File: config.mk
export PLATFORM = sky130hd
export DESIGN_NAME = alu_execute_unit
export DESIGN_NICKNAME = d
export VERILOG_FILES = /design/src/rtl/alu_execute_unit.sv
export SDC_FILE = /design/constraint.sdc
export NUM_CORES = 1
export LEC_CHECK = 0
export ABC_AREA = 1
export BUFFER_PORTS_ARGS = -buffer_cell sky130_fd_sc_hd__buf_2
export CAP_MARGIN = 20
export CELL_PAD_IN_SITES_DETAIL_PLACEMENT = 0
export CELL_PAD_IN_SITES_GLOBAL_PLACEMENT = 1
export CORE_MARGIN = 10
export CORE_UTILIZATION = 30
export CTS_BUF_LIST = sky130_fd_sc_hd__clkbuf_16
export DETAILED_ROUTE_END_ITERATION = 7
export GPL_TIMING_DRIVEN = 0
export PLACE_DENSITY_LB_ADDON = 0.05
export SYNTH_ARGS = -nofsm -noshare
export SYNTH_HDL_FRONTEND = slang
export SYNTH_SLANG_ARGS = --single-unit
File: constraint.sdc
create_clock -name clk -period 1.8 [get_ports clk]
set_input_delay 0.36 -clock clk [delete_from_list [all_inputs] [get_ports clk]]
set_output_delay 0.36 -clock clk [all_outputs]
set_load 0.005 [all_outputs]
File: src/rtl/alu_execute_unit.sv
// rtl/alu_execute_unit.sv - execute-stage ALU with serial SLL/SRL and valid/ready result handshake
module alu_execute_unit #(
    parameter int WIDTH   = 32,
    parameter int SHAMT_W = 5
) (
    input  logic               clk,
    input  logic               rst_n,
    input  logic               In_Valid,
    output logic               In_Ready,
    input  logic [3:0]         ALU_Control,
    input  logic [WIDTH-1:0]   A,
    input  logic [WIDTH-1:0]   B,
    input  logic [SHAMT_W-1:0] Shamt,
    output logic               Out_Valid,
    input  logic               Out_Ready,
    output logic [WIDTH-1:0]   Result,
    output logic               Zero,
    output logic               Busy
);

    localparam logic [1:0] ST_IDLE  = 2'd0;
    localparam logic [1:0] ST_SHIFT = 2'd1;
    localparam logic [1:0] ST_DONE  = 2'd2;

    localparam logic [3:0] OP_ADD  = 4'd1;
    localparam logic [3:0] OP_SUB  = 4'd2;
    localparam logic [3:0] OP_SLL  = 4'd3;
    localparam logic [3:0] OP_SRL  = 4'd4;
    localparam logic [3:0] OP_AND  = 4'd5;
    localparam logic [3:0] OP_OR   = 4'd6;
    localparam logic [3:0] OP_NOR  = 4'd7;
    localparam logic [3:0] OP_SLTU = 4'd8;
    localparam logic [3:0] OP_SLT  = 4'd9;

    logic [1:0]         r_state;
    logic [WIDTH-1:0]   r_result;
    logic               r_zero;
    logic [WIDTH-1:0]   r_shreg;
    logic [SHAMT_W-1:0] r_cnt;
    logic               r_shift_left;

    logic               w_accept;
    logic               w_is_shift;
    logic [WIDTH-1:0]   w_alu;
    logic [WIDTH-1:0]   w_shift_next;

    assign In_Ready  = (r_state == ST_IDLE);
    assign Out_Valid = (r_state == ST_DONE);
    assign Busy      = (r_state == ST_SHIFT);
    assign Result    = r_result;
    assign Zero      = r_zero;

    assign w_accept     = In_Valid && In_Ready;
    assign w_is_shift   = (ALU_Control == OP_SLL) || (ALU_Control == OP_SRL);
    assign w_shift_next = r_shift_left ? (r_shreg << 1) : (r_shreg >> 1);

    // Shift codes map to B so a zero shift amount completes in a single cycle;
    // unknown codes fall through to 0, which also yields Zero=1.
    always_comb begin
        w_alu = '0;
        case (ALU_Control)
            OP_ADD:  w_alu = A + B;
            OP_SUB:  w_alu = A - B;
            OP_SLL:  w_alu = B;
            OP_SRL:  w_alu = B;
            OP_AND:  w_alu = A & B;
            OP_OR:   w_alu = A | B;
            OP_NOR:  w_alu = ~(A | B);
            OP_SLTU: w_alu = {{(WIDTH-1){1'b0}}, (A < B)};
            OP_SLT:  w_alu = {{(WIDTH-1){1'b0}}, ($signed(A) < $signed(B))};
            default: w_alu = '0;
        endcase
    end

    always_ff @(posedge clk or negedge rst_n) begin
        if (!rst_n) begin
            r_state      <= ST_IDLE;
            r_result     <= '0;
            r_zero       <= 1'b0;
            r_shreg      <= '0;
            r_cnt        <= '0;
            r_shift_left <= 1'b0;
        end else begin
            case (r_state)
                ST_IDLE: begin
                    if (w_accept) begin
                        if (w_is_shift && (Shamt != '0)) begin
                            r_shreg      <= B;
                            r_cnt        <= Shamt;
                            r_shift_left <= (ALU_Control == OP_SLL);
                            r_state      <= ST_SHIFT;
                        end else begin
                            r_result <= w_alu;
                            r_zero   <= (w_alu == '0);
                            r_state  <= ST_DONE;
                        end
                    end
                end
                ST_SHIFT: begin
                    r_shreg <= w_shift_next;
                    r_cnt   <= r_cnt - SHAMT_W'(1);
                    if (r_cnt == SHAMT_W'(1)) begin
                        r_result <= w_shift_next;
                        r_zero   <= (w_shift_next == '0);
                        r_state  <= ST_DONE;
                    end
                end
                ST_DONE: begin
                    if (Out_Ready) begin
                        r_state <= ST_IDLE;
                    end
                end
                default: r_state <= ST_IDLE;
            endcase
        end
    end

endmodule

==> results by group, run 1 <==
Routing
  • DR vias/cell: between 5 and 6
  • Wirelength per Cell: 21.3 um
  • Pre-antenna DRT Iters: 5
  • Post-route DRC: 0
  • Detailed Route Iter0 Violations: between 900 and 1k
  • ANT nets after route: 0
  • Vias: approximately 13k
  • DRT Wirelength: about 55 mm

Setup path
  • Worst Reg-to-Reg Cells: 6
  • Worst setup EP type: flop
  • Crit-path slowest cell: fa_2
  • Crit path launch type: input pin
  • Req. time, crit path: between 2000 and 2500 ps
  • Worst path max stage delay: roughly 350 ps
  • WP data arrival: around 2700 ps
  • CP Cell Sequence: buf_12 > ha_4 > inv_4 > fa_2 > inv_2 > nand2_2 > nand2_2 > nand2_4 > o21ai_4 > buf_6 > nand2_4 > nand3_2 > nand2_2 > nand3_2 > nand3_4 > nor2_1 > nand2_1 > nor2_2 > nand3_2 > a21oi_2
  • Crit path max fanout: 4
  • CP Class: input pin to flop

Clocking
  • Clock transition at path regs: approximately 60 ps
  • Worst skew pair latency: around 340 ps
  • CTS tree: done
  • H-tree depth: 3
  • TritonCTS Buffers: 9
  • TritonCTS Sinks: 73
  • Clock Path Buffers: 2
  • Root Buffer: clkbuf_16

GRT
  • Number of global-route vias before repair: 12.9k
  • Grt ovf: 0
  • Global-route wire length before repair: approximately 80 mm
  • Antenna violations before repair: 1
  • GRT Util Overall: around a quarter
  • Largest net degree at the start of global routing: 56

Power and ir drop
  • P_leak: around 8.0 nW
  • Design Power: between 10 and 15 mW
  • Pwr/cell area: just over 700 nW/um2
  • VDD IR max: just under 700 uV

Run
  • Max Cap Violations: 0

Timing
  • Part of the cycle the worst path needs: 132%
  • Period minus WS final: between 2000 and 2500 ps
  • Worst Skew: 8.35 ps
  • Final hold vios: 0
  • Fmax: between 400 and 500 MHz
  • Final setup vio count: 27
  • Final WS setup: -581 ps
  • Relative slew margins: about three fifths
  • Slew @ Worst Pin: 601 ps
  • Final count of pins violating max slew: 0
  • RSZ-0062 raised after global routing: true

Yosys
  • Ys async rst share: 100%
  • Post-synth top flop: dfrtp_1
  • Syn_nets: 2067
  • Number of distinct library cells after synthesis: between 40 and 50
  • Syn Std Cell Area: roughly 11000 um2
  • Sequential share of the synthesized area: roughly 17%
  • Post-synth EDFFs: 0
  • Synth Warn #: 0
  • FF+latch count, synth: 73
  • Cells after Synth: about 1.9k
  • Syn_area_per_cell: approximately 5.7 um2

Placement
  • PortBufs: ~110
  • DP HPWL: roughly 44 mm
  • GP Congestion: about 0.95
  • Placed cell areas: approximately 13000 um2

Die
  • Die Y-Extent: between 200 and 250 um
  • Die Wd: between 200 and 250 um
  • Initial core utilization: between 30% and 40%
  • Core area: about 35000 um2
  • # rows: 68
  • IO Pins: approximately 110
  • Die area: about 43000 um2

Finish
  • Commonest non-fill, non-tap cell in the layout: nand2_1
  • Area of the multi-input gates: 10200 um2
  • Area growth, synth to finish: 58.3%
  • Layout cells sized above 1: 43.9%
  • Nets@finish: around 2.3k
  • Antenna cells: 0
  • Register area: between 1500 and 2000 um2
  • Most frequent cells in the layout: nand2_1 (382), inv_1 (208), nand2_2 (141), buf_4 (115), nor2_1 (109)
  • # fillers: roughly 3.6k
  • Core Util, Final: 48.5%
  • Final Cell Area: 16800 um2

Status
  • Outcome: finished, violations left
  • Failing checks: setup timing

Worst hold path
  • Hold Crit Class: input pin to flop
  • Hold depth: 4
==> power breakdown <==
part           internal, mW  switching (mW)
registers              2.45           0.479
clock network         0.891           0.653
logic                  2.99            4.46
total                  6.33            5.59
==> kinds of logic (layout without fill, tap and decap cells) <==
group           after synthesis  after routing  synth area share [%]
buf+inv                     389            623                  14.2
compound gates              289            289                  15.5
flops                        73             73                  17.2
simple gates               1004           1004                  39.1
fa+ha+maj                   117            117                  13.9
xor+xnor                      1              1                0.0824
==> synth_stat cells (10+ instances only) <==
cell      count  area, um2
a21oi_1      67        335
a221oi_1     14        123
a31oi_1      38        238
buf_2        32        160
clkbuf_1     34        128
dfrtp_1      73       1830
ha_1        115       1440
inv_1       313       1170
nand2_1     578       2170
nand3_1     149        746
nand4_1      18        113
nor2_1      197        739
nor3_1       19       95.1
o211ai_1     10       75.1
o21ai_0     122        611
o22ai_1      18        113
or2_2        16        100
==> critical path: cells and delay by family <==
family / cells / cell delay, ps
AND/OR/NAND/NOR: 12 / 1070
adder cells (fa/ha/maj): 2 / 500
AO/OA/AOI/OAI: 2 / 370
buffers and inverters: 4 / 340
==> per-stage QoR <==
step / setup WS (ps) / cells / setup TNS (ps) / hold WS [ps]
floorplan: -346 / 1873 / -1770 / 64.4
global placement: -1470 / 2440 / -74730 / 459
detailed placement: -1460 / 2441 / -58020 / 270
CTS: -551 / 2520 / -6390 / 299
global route: -712 / 2562 / -8500 / 329
finish: -581 / 2562 / -5790 / 303
==> cell type report <==
class                   count  share of cell area, %
inverters                 317                   8.05
flip-flops and latches     73                   10.9
well taps                 455                   3.38
clock inverters             5                  0.112
repair buffers            231                   11.7
plain buffers              61                   4.00
clock buffers               9                   1.34
multi-input cells        1411                   60.6
==> final timing paths <==
| kind | startpoint | slack, ps | end |
|---|---|---|---|
| worst max-delay path | A[0] | -580 | Zero |
| worst min-delay path | Out_Ready | 300 | r_state[1] |
| worst max register to register | r_shift_left | -440 | Zero |
| worst min register to register | Result[0] | 480 | Result[0] |
| max in group asynchronous | rst_n | 760 | r_shreg[23] |
| min in group asynchronous | rst_n | 460 | r_state[1] |
==> registers in the layout (all words and copies together), names as in the netlist <==
register and cells:
r_shreg 32, r_shift_left 1, Zero 1, r_cnt 5
Result 32, r_state 2
==> what timing repair did <==
| action | CTS | global route |
|---|---|---|
| pin swaps | 105 | 152 |
| gates cloned | 0 | 5 |
| gates resized for setup | 469 | 440 |
| hold buffers | 1 | 0 |
| endpoints found under the hold margin | 18 | 0 |
| setup buffers | 71 | 45 |
| endpoints found under the setup margin | 72 | 70 |
==> layer usage <==
| layer | vias up | part of all wire [%] | GRT usage, % |
|---|---|---|---|
| met5 | - | 0 | 0 |
| met4 | 0 | 2.5 | 5.83 |
| met3 | 67 | 4.4 | 1.72 |
| met2 | 346 | 47 | 39.6 |
| met1 | 6444 | 46 | 32.0 |
| li1 | 6460 | - | - |
(Power assumes the default switching activity.)
==> run 2: changes to the inputs <==
Settings changed: CORE_UTILIZATION 30 to 38.
==> run 2 against run 1 <==
Against the previous run: the run still ends with setup timing left; clock skew is 0.67 ps higher; clock-buffer cell count stayed put; sequential share of layout area is 0.14 points lower; worst hold slack hardly changed; via count is 2.0% higher; die area is 19% lower; flip-flop and latch count stayed put; final area is 1.3% higher; critical path depth is 1 higher; non-clock buffer count is 10 higher; routed wire length is 4.1% lower; global-route usage is 4.0 points higher; critical path type unchanged; highest routed layer unchanged.
==> results by group, run 2 (synthesized netlist as in run 1, its figures left out) <==
Status
  • Outcome: finished, violations left (unchanged)
  • Failing checks: setup timing (unchanged)

Die
  • Core area: 27700 um2 (was 34700 um2)
  • Die Y-Extent: 187 um (was 208 um)
  • Die area: 35100 um2 (was 43400 um2)
  • Initial core utilization: 38.4% (was 30.6%)
  • IO Pins: 113 (unchanged)
  • Die Wd: 187 um (was 208 um)
  • # rows: 61 (was 68)

Finish
  • Layout cells sized above 1: 46.8% (was 43.9%)
  • Most frequent cells in the layout: nand2_1 (364), inv_1 (186), nand2_2 (154), buf_4 (115), o21ai_0 (101) (was nand2_1 (382), inv_1 (208), nand2_2 (141), buf_4 (115), nor2_1 (109))
  • Layout Cells excl Fill: 2497 (was 2562)
  • Core Util, Final: 61.5% (was 48.5%)
  • Area growth, synth to finish: 60.4% (was 58.3%)
  • Commonest non-fill, non-tap cell in the layout: nand2_1 (unchanged)
  • Nets@finish: 2308 (was 2298)

Setup path
  • RR Startpoint: r_shift_left (unchanged)
  • CP Depth: 21 (was 20)
  • R2R Setup Slk: -300 ps (was -440 ps)
  • Critical path buffers and inverters: 4 (unchanged)
  • Worst path max stage delay: 340 ps (was 350 ps)
  • Critical path's top delay family: simple AND/OR/NAND/NOR gates (unchanged)
  • Crit path launch type: input pin (unchanged)
  • WP data arrival: 2560 ps (was 2650 ps)
  • RR Endpoint: Zero (unchanged)
  • Worst setup path endpoint: Zero (unchanged)
  • Req. time, crit path: 2070 ps (about the same)
  • CP Cell Sequence: buf_12 > ha_4 > inv_2 > fa_2 > inv_2 > nand2_2 > nand2_2 > nand2_4 > inv_2 > nand2_2 > nand3_4 > nand2_1 > nand2_1 > nand2_1 > nand3_1 > nand3_2 > nor2_2 > nand3_2 > nor2_2 > nand3_2 > a21oi_2 (was buf_12 > ha_4 > inv_4 > fa_2 > inv_2 > nand2_2 > nand2_2 > nand2_4 > o21ai_4 > buf_6 > nand2_4 > nand3_2 > nand2_2 > nand3_2 > nand3_4 > nor2_1 > nand2_1 > nor2_2 > nand3_2 > a21oi_2)
  • Worst Setup SP: A[0] (unchanged)
  • CP Class: input pin to flop (unchanged)
  • Worst setup EP type: flop (unchanged)
  • Worst Reg-to-Reg Cells: 7 (was 6)
  • Crit-path slowest cell: fa_2 (unchanged)
  • Crit path max fanout: 4 (unchanged)

Routing
  • Post-route DRC: 0 (unchanged)
  • Vias: 13.6k (was 13.3k)
  • DRT Wirelength: 52.4 mm (was 54.6 mm)
  • DR vias/cell: 5.44 (was 5.20)
  • Pre-antenna DRT Iters: 6 (was 5)
  • Detailed Route Iter0 Violations: 1267 (was 982)
  • ANT nets after route: 0 (unchanged)
  • Wirelength per Cell: 21.0 um (was 21.3 um)

Placement
  • Pre-CTS WS: -1310 ps (was -1460 ps)
  • DP HPWL: 40.6 mm (was 43.8 mm)
  • GP Congestion: 0.973 (was 0.948)
  • PortBufs: 112 (unchanged)
  • Cells after DPL: 2364 (was 2441)

Worst hold path
  • Hold Crit Class: input pin to flop (unchanged)

Timing
  • Final hold vios: 0 (unchanged)
  • Fmax: 436 MHz (was 420 MHz)
  • RSZ-0062 raised after global routing: true (unchanged)
  • Worst Skew: 9.01 ps (was 8.35 ps)
  • Relative slew margins: 53.2% (was 59.6%)
  • Slew @ Worst Pin: 702 ps (was 601 ps)
  • Final count of pins violating max slew: 0 (unchanged)
  • Final setup vio count: 26 (was 27)
  • Part of the cycle the worst path needs: 127% (was 132%)
  • Period minus WS final: 2290 ps (was 2380 ps)
  • Final WS setup: -492 ps (was -581 ps)

Clocking
  • H-tree depth: 3 (unchanged)
  • CTS tree: done (unchanged)
  • TritonCTS Sinks: 73 (unchanged)
  • Root Buffer: clkbuf_16 (unchanged)
  • Worst skew pair latency: 340 ps (about the same)
  • Clock Path Buffers: 2 (unchanged)
  • Clock transition at path regs: 60 ps (about the same)
  • TritonCTS Buffers: 9 (unchanged)

Power and ir drop
  • Pwr/cell area: 729 nW/um2 (was 708 nW/um2)
  • VDD IR max: 555 uV (was 672 uV)
  • P_leak: 8.17 nW (was 8.03 nW)
  • Design Power: 12.4 mW (was 11.9 mW)

GRT
  • Grt ovf: 0 (unchanged)
  • Number of global-route vias before repair: 12.8k (was 12.9k)
  • Antenna violations before repair: 1 (unchanged)
  • GRT Util Overall: 27.6% (was 23.6%)
  • Largest net degree at the start of global routing: 68 (was 56)
  • Global-route wire length before repair: 75.3 mm (was 79.2 mm)

Run
  • Max Cap Violations: 0 (unchanged)
[run 2: cell count changes in the layout (fill, tap and decap cells not counted), sizes merged]
cell    change
buf         +8
bufinv      +3
clkbuf      +2
clkinv      -1
diode       +1
inv         -1
[run 2: layer usage]
metal | vias to the layer above | GRT usage [%] | wire length [um]
met3 | 105 | 3.69 | 3910
met2 | 514 | 44.4 | 24200
li1 | 6460 | - | -
met1 | 6500 | 36.8 | 22500
met5 | - | 0 | 0
met4 | 0 | 9.83 | 1770
[run 2: through the flow]
stage	setup TNS (ps)	instance area [um2]	hold slack [ps]
final	-4970	17000	304
after global routing	-7330	17000	310
after CTS	-5010	14700	311
after detailed placement	-55980	12500	192
after global placement	-61320	12500	450
after floorplan	-1770	11500	64.4
[run 2: layout make-up]
type,count,area (um2)
clock inverters,6,108
diodes,1,2.50
inverters,317,1390
well taps,378,473
repair buffers,250,2210
clock buffers,9,225
multi-input cells,1411,10300
plain buffers,52,478
flip-flops and latches,73,1830
fillers,2663,10700
[run 2: tightest hold or removal path, stage by stage]
cell and delay [ps]:
buf_12 120, nand2_1 60, a31oi_1 70
[run 2: power by group]
part / total (mW) / switching (mW) / internal [mW]
Clock: 2.03 / 0.693 / 1.34
Sequential: 2.94 / 0.494 / 2.45
Combinational: 7.45 / 4.43 / 3.02
Total: 12.4 / 5.61 / 6.81
[run 2: timing repair]
action / 4_1_cts / 5_1_grt
endpoints found under the hold margin: 6 / 0
setup endpoints to repair: 72 / 71
gates cloned: 0 / 5
pin swaps: 85 / 239
setup buffers: 58 / 75
gates resized for setup: 429 / 552
hold buffers: 1 / 0
[run 2: worst min-delay path by stage]
| stage | from | slack, ps | end | cells past startpoint |
|---|---|---|---|---|
| final | B[21] | 300 | r_shreg[21] | 3 |
| after detailed placement | rst_n | 190 | r_cnt[2] | 1 |
| after global routing | B[14] | 310 | r_shreg[14] | 3 |
| after global placement | Result[0] | 450 | Result[0] | 2 |
| after floorplan | rst_n | 60 | Result[0] | 0 |
| after CTS | Out_Ready | 310 | r_state[1] | 4 |
